File: config.mk
export PLATFORM = sky130hd
export DESIGN_NAME = preemption_reset_controller
export DESIGN_NICKNAME = d
export VERILOG_FILES = /design/src/rtl/preemption_reset_controller.sv
export SDC_FILE = /design/constraint.sdc
export NUM_CORES = 1
export LEC_CHECK = 0
export CAP_MARGIN = 20
export CORE_MARGIN = 5
export CORE_UTILIZATION = 46
export DETAILED_ROUTE_END_ITERATION = 12
export GPL_ROUTABILITY_DRIVEN = 0
export PLACE_DENSITY = 0.77
export SYNTH_ARGS = -nofsm -noshare
export SYNTH_HDL_FRONTEND = slang
export SYNTH_SLANG_ARGS = --single-unit
File: constraint.sdc
create_clock -name clock -period 2.1 [get_ports clock]
set_input_delay 0.315 -clock clock [delete_from_list [all_inputs] [get_ports clock]]
set_output_delay 0.315 -clock clock [all_outputs]
set_load 0.05 [all_outputs]
File: src/rtl/preemption_reset_controller.sv
// Preemption/reset sequencer: quantum countdown, safe-point deferred switches, stretched CPU reset; `SAFE_POINT_TIMEOUT_EN adds a safe-wait timeout.
// Outputs registered (1-cycle latency); no backpressure, protected opcodes only defer a pending switch.
module preemption_reset_controller #(
  parameter int OPCODE_WIDTH      = 6,
  parameter int PC_WIDTH          = 12,
  parameter int OS_LIMIT          = 256,
  parameter int QUANTUM_WIDTH     = 32,
  parameter int RESET_HOLD_CYCLES = 2,
  parameter int PROCESS_COUNT     = 4,
  parameter int SAFE_TIMEOUT      = 16,
  localparam int PID_WIDTH        = (PROCESS_COUNT > 2) ? $clog2(PROCESS_COUNT) : 1
) (
  input  logic                     clock,
  input  logic                     reset_n,
  input  logic [OPCODE_WIDTH-1:0]  operation,
  input  logic [PC_WIDTH-1:0]      program_counter,
  input  logic                     system_reset,
  input  logic                     resume_os,
  input  logic                     context_exchange,
  input  logic                     quantum_set,
  input  logic [QUANTUM_WIDTH-1:0] quantum_load,
  output logic                     reset_cpu,
  output logic                     jump_context_exchange,
  output logic [PID_WIDTH-1:0]     process_id,
  output logic                     quantum_expired,
  output logic                     switch_pending
);

  localparam int HOLD_WIDTH = $clog2(RESET_HOLD_CYCLES + 1);
  localparam logic [HOLD_WIDTH-1:0] HOLD_INIT = HOLD_WIDTH'(RESET_HOLD_CYCLES);

  localparam logic [1:0] ST_BOOT = 2'd0;
  localparam logic [1:0] ST_RUN  = 2'd1;
  localparam logic [1:0] ST_SAFE = 2'd2;
  localparam logic [1:0] ST_HOLD = 2'd3;

  localparam logic [1:0] CAUSE_NONE = 2'd0;
  localparam logic [1:0] CAUSE_SYS  = 2'd1;
  localparam logic [1:0] CAUSE_OS   = 2'd2;
  localparam logic [1:0] CAUSE_PRE  = 2'd3;

  localparam logic [OPCODE_WIDTH-1:0] OP_START = OPCODE_WIDTH'(6'b100111);

  if (RESET_HOLD_CYCLES < 1 || PROCESS_COUNT < 2 || SAFE_TIMEOUT < 1) begin : g_bad_params
    $error("preemption_reset_controller: illegal parameter value");
  end

  function automatic logic is_protected(input logic [OPCODE_WIDTH-1:0] op);
    case (op)
      OPCODE_WIDTH'(6'b010101), OPCODE_WIDTH'(6'b100011), OPCODE_WIDTH'(6'b100001),
      OPCODE_WIDTH'(6'b100010), OPCODE_WIDTH'(6'b011111), OPCODE_WIDTH'(6'b010011),
      OPCODE_WIDTH'(6'b010100), OPCODE_WIDTH'(6'b011101), OPCODE_WIDTH'(6'b100000):
        is_protected = 1'b1;
      default: is_protected = 1'b0;
    endcase
  endfunction

  logic [1:0]               state;
  logic [1:0]               cause;
  logic [HOLD_WIDTH-1:0]    hold_cnt;
  logic [QUANTUM_WIDTH-1:0] quantum_cnt;
  logic                     in_os;
  logic                     start_sys;
  logic                     decrement;
  logic                     expire;
  logic                     os_req;
  logic                     safe_point;

  assign in_os      = program_counter < PC_WIDTH'(OS_LIMIT);
  assign start_sys  = operation == OP_START;
  assign decrement  = (state == ST_RUN) && (quantum_cnt != '0) && !in_os;
  // A reload in the expiry cycle cancels the preempt.
  assign expire     = decrement && (quantum_cnt == QUANTUM_WIDTH'(1)) && !quantum_set;
  assign os_req     = resume_os && in_os;
  assign switch_pending = state == ST_SAFE;

`ifdef SAFE_POINT_TIMEOUT_EN
  localparam int WAIT_WIDTH = $clog2(SAFE_TIMEOUT + 1);
  logic [WAIT_WIDTH-1:0] wait_cnt;
  assign safe_point = !is_protected(operation) || (wait_cnt == WAIT_WIDTH'(SAFE_TIMEOUT - 1));
`else
  assign safe_point = !is_protected(operation);
`endif

  always_ff @(posedge clock or negedge reset_n) begin
    if (!reset_n) begin
      state                 <= ST_BOOT;
      cause                 <= CAUSE_NONE;
      reset_cpu             <= 1'b1;
      jump_context_exchange <= 1'b0;
      process_id            <= '0;
      quantum_cnt           <= '0;
      quantum_expired       <= 1'b0;
      hold_cnt              <= HOLD_INIT;
`ifdef SAFE_POINT_TIMEOUT_EN
      wait_cnt              <= '0;
`endif
    end else begin
      jump_context_exchange <= context_exchange && (quantum_cnt != '0) &&
                               ((state == ST_RUN) || (state == ST_SAFE));

      if (quantum_set) begin
        quantum_cnt     <= quantum_load;
        quantum_expired <= 1'b0;
      end else if (decrement) begin
        quantum_cnt <= quantum_cnt - QUANTUM_WIDTH'(1);
        if (quantum_cnt == QUANTUM_WIDTH'(1)) quantum_expired <= 1'b1;
      end

      case (state)
        ST_BOOT: begin
          if (hold_cnt <= HOLD_WIDTH'(1)) begin
            state     <= ST_RUN;
            reset_cpu <= 1'b0;
          end else begin
            hold_cnt <= hold_cnt - HOLD_WIDTH'(1);
          end
        end
        ST_RUN: begin
          if (start_sys) begin
            state     <= ST_HOLD;
            cause     <= CAUSE_NONE;
            reset_cpu <= 1'b1;
            hold_cnt  <= HOLD_INIT;
          end else if (system_reset || os_req || expire) begin
            state <= ST_SAFE;
            cause <= system_reset ? CAUSE_SYS : (os_req ? CAUSE_OS : CAUSE_PRE);
`ifdef SAFE_POINT_TIMEOUT_EN
            wait_cnt <= '0;
`endif
          end
        end
        ST_SAFE: begin
`ifdef SAFE_POINT_TIMEOUT_EN
          wait_cnt <= wait_cnt + WAIT_WIDTH'(1);
`endif
          // start_system skips the safe point and keeps the current slot.
          if (start_sys || safe_point) begin
            state     <= ST_HOLD;
            reset_cpu <= 1'b1;
            hold_cnt  <= HOLD_INIT;
            if (start_sys) cause <= CAUSE_NONE;
          end
        end
        ST_HOLD: begin
          if (start_sys) begin
            hold_cnt <= HOLD_INIT;
          end else if (hold_cnt <= HOLD_WIDTH'(1)) begin
            state     <= ST_RUN;
            reset_cpu <= 1'b0;
            if (cause == CAUSE_SYS) begin
              process_id <= '0;
            end else if (cause == CAUSE_PRE) begin
              process_id <= (process_id == PID_WIDTH'(PROCESS_COUNT - 1)) ? '0
                                                                          : process_id + PID_WIDTH'(1);
            end
          end else begin
            hold_cnt <= hold_cnt - HOLD_WIDTH'(1);
          end
        end
        default: state <= ST_BOOT;
      endcase
    end
  end

endmodule

; Word-level counts from Yosys, hierarchy flattened
; Index checks and enable logic that the tools add are counted.
[totals]
regBits = 43
input_bits = 56
output_inout_bits = 6
word_cells = 95
[op_classes]
addsub = 3
n_lt_le_gt_ge = 2
n_eq_ne = 22
n_mux = 32
bitwise = 1
n_reduce_logical = 27
[ops]
columns = operator, count
row1 = 32-bit 2-to-1 mux, 2
row2 = 2-bit 2-to-1 mux, 17
row3 = "32-bit by 1-bit equality test with 1-bit output, second input constant", 1
row4 = 32-bit nonzero test, 1
row5 = "32-bit by 1-bit subtractor with 32-bit output, second input constant", 1
row6 = "6-bit by 5-bit equality test with 1-bit output, second input constant", 5
row7 = "6-bit equality test, second input constant", 5
row8 = 2-bit one-hot mux with 4 select lines, 2
row9 = "12-bit by 9-bit less-than comparator with 1-bit output, second input constant", 1
row10 = 1-bit 2-to-1 mux, 9
row11 = 9-bit OR reduction, 1
row12 = "2-bit equality test, second input constant", 4
row13 = 4-bit AND reduction, 2
row14 = 2-bit nonzero test, 4
row15 = 1-bit logical AND, 7
row16 = 3-bit AND reduction, 2
row17 = "2-bit by 1-bit equality test with 1-bit output, second input constant", 2
row18 = 1-bit logical OR, 4
row19 = "2-bit by 1-bit != test with 1-bit output, second input constant", 2
row20 = "2-bit != test, second input constant", 2
row21 = 1-bit one-hot mux with 4 select lines, 1
row22 = 2-bit one-hot mux with 2 select lines, 1
row23 = 2-bit AND reduction, 2
row24 = 1-bit logical NOT, 3
row25 = other kinds (6), 6

; Logic depth before layout (Yosys ltp)
; Gate-level depths: netlist of the first run.
[logic_depth]
word_depth = 9
ltp_mapped = 9
mapped_depth_nobuf = 8

; Worst setup path before layout of the first run
; Ideal clock, no wire load.
[synth_timing]
path_kind = flip-flop to flip-flop
from = register quantum_cnt[17]
to = register quantum_cnt[23]
setup_time_ns = 0.125
arrival_time_ns = 2.128
required_time_ns = 1.975
setup_slack_ns = -0.152
path_stages_with_launch = 7
n_path_buf = 0
synth_period_minus_slack_ns = 2.252
path_cell_list = dfrtp_1 > or4_4 > or3_4 > a2111oi_4 > nand3_2 > xnor2_1 > mux2_2
[synth_via]
elab_chain_len = 4
elab_cells_between_ends = 7
classes_between = 1 x add/sub / 2 x mux / 4 x reduce/logical
[synth_rtl]
columns = item, line_no
row1 = "start, declared", 61  ; logic [QUANTUM_WIDTH-1:0] quantum_cnt;
row2 = "start signal, assigned", 103  ; quantum_cnt <= quantum_load;
row3 = "start signal, assigned", 106  ; quantum_cnt <= quantum_cnt - QUANTUM_WIDTH'(1);
row4 = "parallel branches: the longest is 4 deep, another holds 32-bit by 1-bit subtractor with 32-bit output", -
; Several ways; the timed one is not identified. The select of a mux whose other input is x is not followed.
; A chain may end at the register's enable or synchronous reset.

; Worst setup path in the final report of the first run
[layout_timing]
from = register quantum_cnt[24]
to = register quantum_cnt[30]
; Same word-level chain as after synthesis.

==> results of run 1 <==
[cell families (layout without fill, tap and decap cells)]
| family | Yosys count | count (layout) |
|---|---|---|
| compound gates | 60 | 60 |
| buf+inv | 19 | 142 |
| fa+ha+maj | 10 | 10 |
| xor+xnor | 28 | 28 |
| simple gates | 124 | 124 |
| flops | 43 | 43 |
| mux | 9 | 9 |
[layout make-up]
cell class                      instances  area share
Multi-Input combinational cell        231       0.431
Sequential cell                        43       0.259
Timing Repair Buffer                  123       0.253
Clock buffer                            8      0.0241
Tap cell                               75      0.0225
Inverter                               11     0.00992
[cells in the final DEF (no fill, tap or decap), types with 2 or more instances in the layout]
master and instances:
clkbuf_8 7, dfrtp_1 40, nand3_2 2, or4_1 2, inv_1 10, a21oi_1 11, o21ai_1 22, xnor2_1 16
nor4_2 8, nor2b_1 2, nand3_1 3, mux2_2 5, and2_1 2, dfstp_2 2, nand4_1 7, xor2_1 11
nor3b_1 4, nor3_4 3, o21ai_0 5, buf_4 70, nor3_1 8, or3_1 4, nor2_1 14, nand2_1 35
a21o_1 4, or4_4 3, nor4_1 7, clkdlybuf4s50_1 51, nor4_4 3, nand2b_1 4, mux2_4 2, ha_1 9
[metrics by stage]
| step | worst slack, ns | setup TNS [ns] | power, W | cells | hold WS [ns] |
|---|---|---|---|---|---|
| 2_1_floorplan | -0.0839 | -0.189 | 0.00210 | 293 | 0.0194 |
| 3_3_place_gp | -0.241 | -2.50 | 0.00279 | 477 | 0.424 |
| 3_5_place_dp | -0.322 | -3.48 | 0.00285 | 477 | 0.428 |
| 4_1_cts | -0.115 | -0.447 | 0.00347 | 487 | 0.107 |
| 5_1_grt | -0.288 | -2.84 | 0.00381 | 491 | 0.135 |
| 6_report | -0.196 | -0.822 | 0.00358 | 491 | 0.0830 |
[worst paths after layout]
path,start,to,slack [ns],cells past startpoint
max in group asynchronous,reset_n,quantum_cnt[14],1.62,2
min in group clock,quantum_expired,quantum_expired,0.49,1
hold reg to reg,quantum_expired,quantum_expired,0.49,1
setup reg to reg,quantum_cnt[24],quantum_cnt[30],-0.20,8
hold / removal,reset_n,quantum_cnt[12],0.08,2
setup / recovery,quantum_cnt[24],quantum_cnt[30],-0.20,8
[flip-flops by register name, indices dropped and copies added (netlist names)]
| register | flops |
|---|---|
| cause | 2 |
| hold_cnt | 2 |
| jump_context_exchange | 1 |
| process_id | 2 |
| quantum_cnt | 32 |
| quantum_expired | 1 |
| reset_cpu | 1 |
| state | 2 |
[power by group]
group          internal (W)  switching, W
clock network      0.000300      0.000287
registers           0.00101      0.000139
logic              0.000900      0.000936
total               0.00221       0.00136
[critical path, cell delays in order (launching register included)]
cell and delay, ns:
dfrtp_1 0.40, nor4_2 0.32, buf_4 0.18, nand4_1 0.17
buf_4 0.18, or4_4 0.47, nor3b_4 0.23, xnor2_1 0.15
o21ai_1 0.08
[routing by layer]
| layer | vias up | wire [um] | GRT usage |
|---|---|---|---|
| met4 | 0 | 222 | 0.0711 |
| met2 | 100 | 4070 | 0.361 |
| met5 | - | 0 | 0 |
| met1 | 1301 | 3070 | 0.233 |
| li1 | 1307 | - | - |
| met3 | 29 | 453 | 0.0426 |
[timing repair]
item                       in CTS  in global routing
setup endpoints to repair      16                 29
pin swaps                       5                 10
hold buffers                    0                  0
buffers inserted                2                  5
gates resized for setup        11                 27
==> impl_metrics.tcl, run 1 <==
set metrics [dict create \
    die-area_um2 7620 \
    yosys.area_share.simple 0.264 \
    clock_latency_ns 0.30 \
    cts_max_level 2 \
    crit_fanout 4 \
    drtAntennaViolNets 0 \
    fmaxAchievable_mhz 436 \
    ys_warn_count 0 \
    tightest_slew_ns 0.561 \
    cts.sinks 43 \
    start_util 0.470 \
    max_cap_violations 0 \
    yosysTopAreaCellShare 0.373 \
    gr-total-overflow 0 \
    die_h_um 87.3 \
    coreArea_um2 5850 \
    synth_fa_ha_area_frac 0.0455 \
    post-dp-hpwl_mm 5.39 \
    drt_iter0_drc 192 \
    synthCells 293 \
    synth_mux_area_frac 0.0364 \
    synth_xor_area_frac 0.0892 \
    synth_most_common_cell "dfrtp_1" \
    routed_wl_mm 7.81 \
    synth_area_per_cell_um2 9.39 \
    synth_top_area_cell "dfrtp_1" \
    multi_input_area_um2 1790 \
    final-seq-area_um2 1080 \
    fin_ws_ns -0.196 \
    async_flop_share 1.00 \
    cts_tree "yes" \
    violations "negative setup slack" \
    outcome "finished with violations" \
    grt_util_all_layers 0.201 \
    rows 28 \
    cts_buffer_depth 2 \
    antenna_found_initial 0 \
    first_pass_iters 4 \
    critPathKind "flip-flop to flip-flop" \
    synth_commonest_cells "dfrtp_1, nand2_1, o21ai_1, xnor2_1, nor2_1" \
    fillCellCount 423 \
    synth_flop_cell "dfrtp_1" \
    slew_viol_final 0 \
    setup_viol 12 \
    ys_ff_latch 43 \
    syn_to_final_growth_pct 51.3 \
    crit_required_ns 2.27 \
    wl_per_cell_um 15.9 \
    grt_pass1_wl_mm 12.2 \
    drcViolationCount 0 \
    root_buffer "clkbuf_8" \
    io_buffers 53 \
    synthTopCellsByArea "dfrtp_1, xnor2_1, nand2_1, ha_1, o21ai_1" \
    synth_compound_area_frac 0.145 \
    placed_area_um2 3810 \
    ir_drop_v 0.000490 \
    fin_crit_sh 1.09 \
    numCtsBuffers 5 \
    p_leak_nw 1.71 \
    ys_seq_area_frac 0.392 \
    syn_nets 359 \
    vias_per_cell 5.57 \
    maxSlewHeadroom 0.626 \
    hold_class "input port to asynchronous set/reset pin" \
    synth_top_family_by_area "simple AND/OR/NAND/NOR gates" \
    cp.arrival_ns 2.47 \
    path_clk_slew_ns 0.08 \
    nets 481 \
    crit_path_end_kind "flip-flop" \
    io_pins 62 \
    yosysUniqueCellTypes 55 \
    synth_enable_flop_cells 0 \
    rsz0062_at_grt "yes" \
    grt_max_degree 50 \
    final-hold-violation-count 0 \
    die_width_um 87.3 \
    drive_above_1_share 0.305 \
    synth_area_um2 2750 \
    num_vias 2737 \
    min_period_ns 2.30 \
    diodes 0 \
    first_global_vias 2711 \
    setup.worst_path.start_class "flip-flop" \
    powerDensity_nw_per_um2 859 \
    final_util 0.711 \
    stdcell_area_um2 4160 \
    clock_skew_ns 0.00353 \
]
Note: power is estimated with default switching activity, not from simulation.
==> inputs of run 2 (changes only) <==
--- a/config.mk
+++ b/config.mk
@@ -9,7 +9,7 @@
 export CORE_MARGIN = 5
 export CORE_UTILIZATION = 46
 export DETAILED_ROUTE_END_ITERATION = 12
-export GPL_ROUTABILITY_DRIVEN = 0
+export GPL_ROUTABILITY_DRIVEN = 1
 export PLACE_DENSITY = 0.77
 export SYNTH_ARGS = -nofsm -noshare
 export SYNTH_HDL_FRONTEND = slang
==> results of run 2 <==
The final DEF is identical to that of run 1; final timing and power are the same.
==> patch 1, RTL diff (flow settings as in run 2) <==
Change the parameter `PROCESS_COUNT` from 4 to 8.
--- a/src/rtl/preemption_reset_controller.sv
+++ b/src/rtl/preemption_reset_controller.sv
@@ -7,5 +7,5 @@
   parameter int QUANTUM_WIDTH     = 32,
   parameter int RESET_HOLD_CYCLES = 2,
-  parameter int PROCESS_COUNT     = 4,
+  parameter int PROCESS_COUNT     = 8,
   parameter int SAFE_TIMEOUT      = 16,
   localparam int PID_WIDTH        = (PROCESS_COUNT > 2) ? $clog2(PROCESS_COUNT) : 1
Interface: changed (resized process_id); port bits go from 62 to 63. The function was not compared with the original's and may differ.
==> patch 1 against run 2 <==
The flow still finishes with violations (negative setup slack). Sequential cell count is 1 higher. Synthesized area up 4.3%. Routed wire length rose by 14%. Power shrank 1.2%. Largest cell class unchanged. Critical path type unchanged. Worst setup slack better by 0.099 ns. First-iteration DRC count grew 8.3%. Fmax rose by 4.5%. Final area grew 6.0%.
==> patch 1: results (changes against run 2) <==
[placed_design]
dpl.cell_count = 512  ; +7.3%
preCtsSetupSlack_ns = -0.339  ; -0.0170 ns
place_hpwl_mm = 6.23  ; +15%
gp_congestion = 0.901  ; +7.4%
io_buffer_count = 54  ; +1.9%

[setup_path]
cp_max_fo = 3  ; -1
crit_path_max_incr_delay_ns = 0.55  ; +0.08 ns
cp_top_family = simple AND/OR/NAND/NOR gates
cp-end-kind = register
arrival_ns = 2.38  ; -0.09 ns

[sta]
skew_ns = 0.00986  ; +0.00633 ns
whs_ns = 0.516  ; +0.433 ns
setup_slack_ns = -0.0975  ; +0.0986 ns
tightestPinTransition_ns = 0.493  ; -0.0680 ns
finalSetupViolations = 10  ; -2

[cells_and_area]
drive_gt1_share_pct = 30.9  ; +0.39 points
final_net_count = 522  ; +8.5%
layoutNonFillerInstCount = 531  ; +8.1%

[clock_tree]
cts_root_buffer = clkbuf_8
path_clk_slew_ns = 0.08  ; about the same

[run_status]
violations = negative setup slack
status = finished with violations

[route]
first_iter_violations = 208  ; +8.3%
drt_pre_antenna_iters = 4  ; unchanged
via_per_inst = 5.89  ; +5.6%
routed_wl_mm = 8.91  ; +14%

[power]
cellLeakagePower_uw = 0.00179  ; +4.8%
peakVddDrop_mv = 0.663  ; +35%

[global_routing]
grt_pass1_vias = 3024  ; +12%
grt_max_degree = 45  ; -10%
grt_pass1_wl_mm = 13.6  ; +12%
grt_use_total_pct = 21.9  ; +1.8 points

[logic_synthesis]
synth_cell_types = 53  ; -3.6%
netlist_top_cells_area = dfrtp_1 37%, nand2_1 5.1%, ha_1 4.8%, o21ai_0 4.0%, or4_1 3.4%
synthTopCellsByCount = 42 x dfrtp_1, 39 x nand2_1, 23 x o21ai_0
syn_inst = 326  ; +11%
synthesis.nets = 393  ; +9.5%
ys_seq_area_share_pct = 38.5  ; -0.75 points
dominantRegCellSynth = dfrtp_1

[hold_path]
hold_class = in2async

[patch 1: cell count changes in the layout (fill, tap and decap cells not counted), sizes merged, moves of 9 or more]
| cell | before | now |
|---|---|---|
| buf | 72 | 85 |
| or4 | 5 | 15 |
| xor2 | 11 | 0 |
| nor4 | 18 | 9 |
| nand3 | 6 | 15 |
| o211ai | 0 | 10 |
[patch 1: worst register-to-register path, cell delays in order, from the launching register on]
cell,delay (ns)
dfrtp_1,0.39
or4_4,0.55
or4_4,0.44
or4_4,0.43
a311o_1,0.27
[patch 1: metrics by stage]
stage               area, µm²  TNS (ns)
CTS                      4200    -0.372
floorplan                2880   -0.0706
finish                   4410    -0.320
global route             4410     -1.89
global placement         4010     -3.64
detailed placement       4010     -4.54
[patch 1: repair_timing]
| item | in CTS | in global routing |
|---|---|---|
| hold buffers | 1 | 0 |
| endpoints found under the setup margin | 17 | 35 |
| pin swaps | 5 | 21 |
| endpoints found under the hold margin | 35 | 0 |
| setup buffers | 1 | 8 |
| gates cloned | 0 | 1 |
| gates resized for setup | 15 | 43 |
[patch 1: path summary, 6_finish.rpt]
check,from,endpoint,cells after the start
hold / removal,reset_n,state[0],3
min in group clock,quantum_expired,quantum_expired,1
setup reg to reg,quantum_cnt[24],quantum_cnt[30],4
hold reg to reg,quantum_expired,quantum_expired,1
max in group asynchronous,reset_n,hold_cnt[1],3
setup / recovery,quantum_cnt[24],quantum_cnt[30],4
[patch 1: final cells by class]
| type | instances | area (µm²) |
|---|---|---|
| inverters | 12 | 45.0 |
| clock buffers | 8 | 90.1 |
| fillers | 400 | 1580 |
| repair buffers | 138 | 1220 |
| multi-input cells | 254 | 1860 |
| well taps | 75 | 93.8 |
| flip-flops and latches | 44 | 1110 |
[patch 1: report_power, final]
part | switching, µW | leakage, µW | internal, µW | total (µW)
sequential | 153 | 0.000525 | 1040 | 1190
combinational | 946 | 0.00122 | 834 | 1780
clock | 296 | 0.0000455 | 269 | 565
total | 1390 | 0.00179 | 2140 | 3530
[patch 1: kinds of logic after synthesis]
group           share of synthesized area [%]
compound gates                           19.3
flops                                    38.5
mux                                      1.88
simple gates                             28.7
buf+inv                                  3.88
fa+ha+maj                                4.80
xor+xnor                                 3.05
[patch 1: layer usage]
metal	part of all wire [%]	vias up	GRT usage, %	routed length [µm]
met5	0	-	0	0
met4	1.1	0	6.50	99
met3	6.3	9	2.49	563
met2	50	102	37.0	4440
met1	43	1523	29.5	3810
li1	-	1493	-	-
==> patch 2, RTL diff (flow settings as in run 2) <==
Without the edit above. Remove the register `jump_context_exchange`: a continuous assignment takes its place, so the output `jump_context_exchange` follows one clock earlier.
--- a/src/rtl/preemption_reset_controller.sv
+++ b/src/rtl/preemption_reset_controller.sv
@@ -88,5 +88,4 @@
       cause                 <= CAUSE_NONE;
       reset_cpu             <= 1'b1;
-      jump_context_exchange <= 1'b0;
       process_id            <= '0;
       quantum_cnt           <= '0;
@@ -97,6 +96,4 @@
 `endif
     end else begin
-      jump_context_exchange <= context_exchange && (quantum_cnt != '0) &&
-                               ((state == ST_RUN) || (state == ST_SAFE));
 
       if (quantum_set) begin
@@ -164,4 +161,6 @@
   end
 
+  assign jump_context_exchange = context_exchange && (quantum_cnt != '0) && ((state == ST_RUN) || (state == ST_SAFE));
+
 endmodule
 
Function: changed (a bounded check fails within 4 cycles, from zero or initial values and one cycle with reset_n low).
==> patch 2 against run 2 <==
Clock skew increased by 0.0016 ns. Worst setup slack got worse by 0.17 ns. Power decreased by 7.5%. Sequential cell count decreased by 1. Hold slack got worse by 0.011 ns. Routed wire length decreased by 4.4%. The flow still finishes with violations (negative setup slack). First-iteration DRC count decreased by 33%. Via count decreased by 6.8%. Synthesized area decreased by 2.8%. Non-clock buffer count decreased by 31. Register-to-register slack got worse by 0.12 ns. Final area decreased by 4.8%.
==> patch 2: results (changes against run 2) <==
[global_routing]
grt_pass1_vias = 2513  ; -7.3%
met1_usage_pct = 23.0  ; -0.22 points

[power]
comb_power_share_pct = 48.0  ; -3.3 points
peakVddDrop_mv = 0.795  ; +62%
cellLeakagePower_uw = 0.00162  ; -5.5%

[cells_and_area]
layoutNonFillerInstCount = 454  ; -7.5%

[route]
first_iter_violations = 128  ; -33%
vias = 2550  ; -6.8%

[placed_design]
gp_congestion = 0.842  ; +0.36%
place_area_mm2 = 0.00348  ; -8.8%
preCtsSetupSlack_ns = -0.341  ; -0.0191 ns

[setup_path]
r2r-start = quantum_cnt[23]
ff2ff_path_depth = 7  ; -1
timing.rr.end = state[1]
rrSetupSlack_ns = -0.32  ; -0.12 ns

[logic_synthesis]
synth_compound_area_share_pct = 10.2  ; -4.3 points
muxShareOfSynthArea_pct = 5.01  ; +1.4 points
netlist_top_cells_area = dfrtp_1 37%, xor2_1 5.9%, nand2_1 4.9%, ha_1 4.7%, mux2_2 4.6%
synthTopCellsByCount = 40 x dfrtp_1, 35 x nand2_1, 23 x o21ai_0

[sta]
max_slew_margin_pct = 58.6  ; -4.0 points
finalSetupViolations = 38  ; +26
fin_tns_setup_ns = -9.12  ; -8.30 ns
setup_slack_ns = -0.366  ; -0.170 ns
skew_ns = 0.00512  ; +0.00159 ns

[run_status]
violations = negative setup slack
status = finished with violations

[patch 2: changes by cell type after synthesis, sizes merged, moves of 3 or more]
| cell | before | now |
|---|---|---|
| xnor2 | 17 | 11 |
| nor3 | 12 | 15 |
| nor4 | 18 | 15 |
| o21ai | 27 | 23 |
| mux2 | 8 | 11 |
| xor2 | 11 | 18 |
| nand4 | 7 | 10 |
| a21oi | 11 | 6 |
| nor2 | 15 | 22 |
| nand3 | 6 | 11 |
[patch 2: area by class of cell]
| class | instances | area (µm²) |
|---|---|---|
| flip-flops and latches | 42 | 1050 |
| inverters | 11 | 41.3 |
| repair buffers | 92 | 897 |
| fillers | 404 | 1610 |
| clock buffers | 6 | 82.6 |
| well taps | 72 | 90.1 |
| clock inverters | 2 | 12.5 |
| multi-input cells | 229 | 1790 |
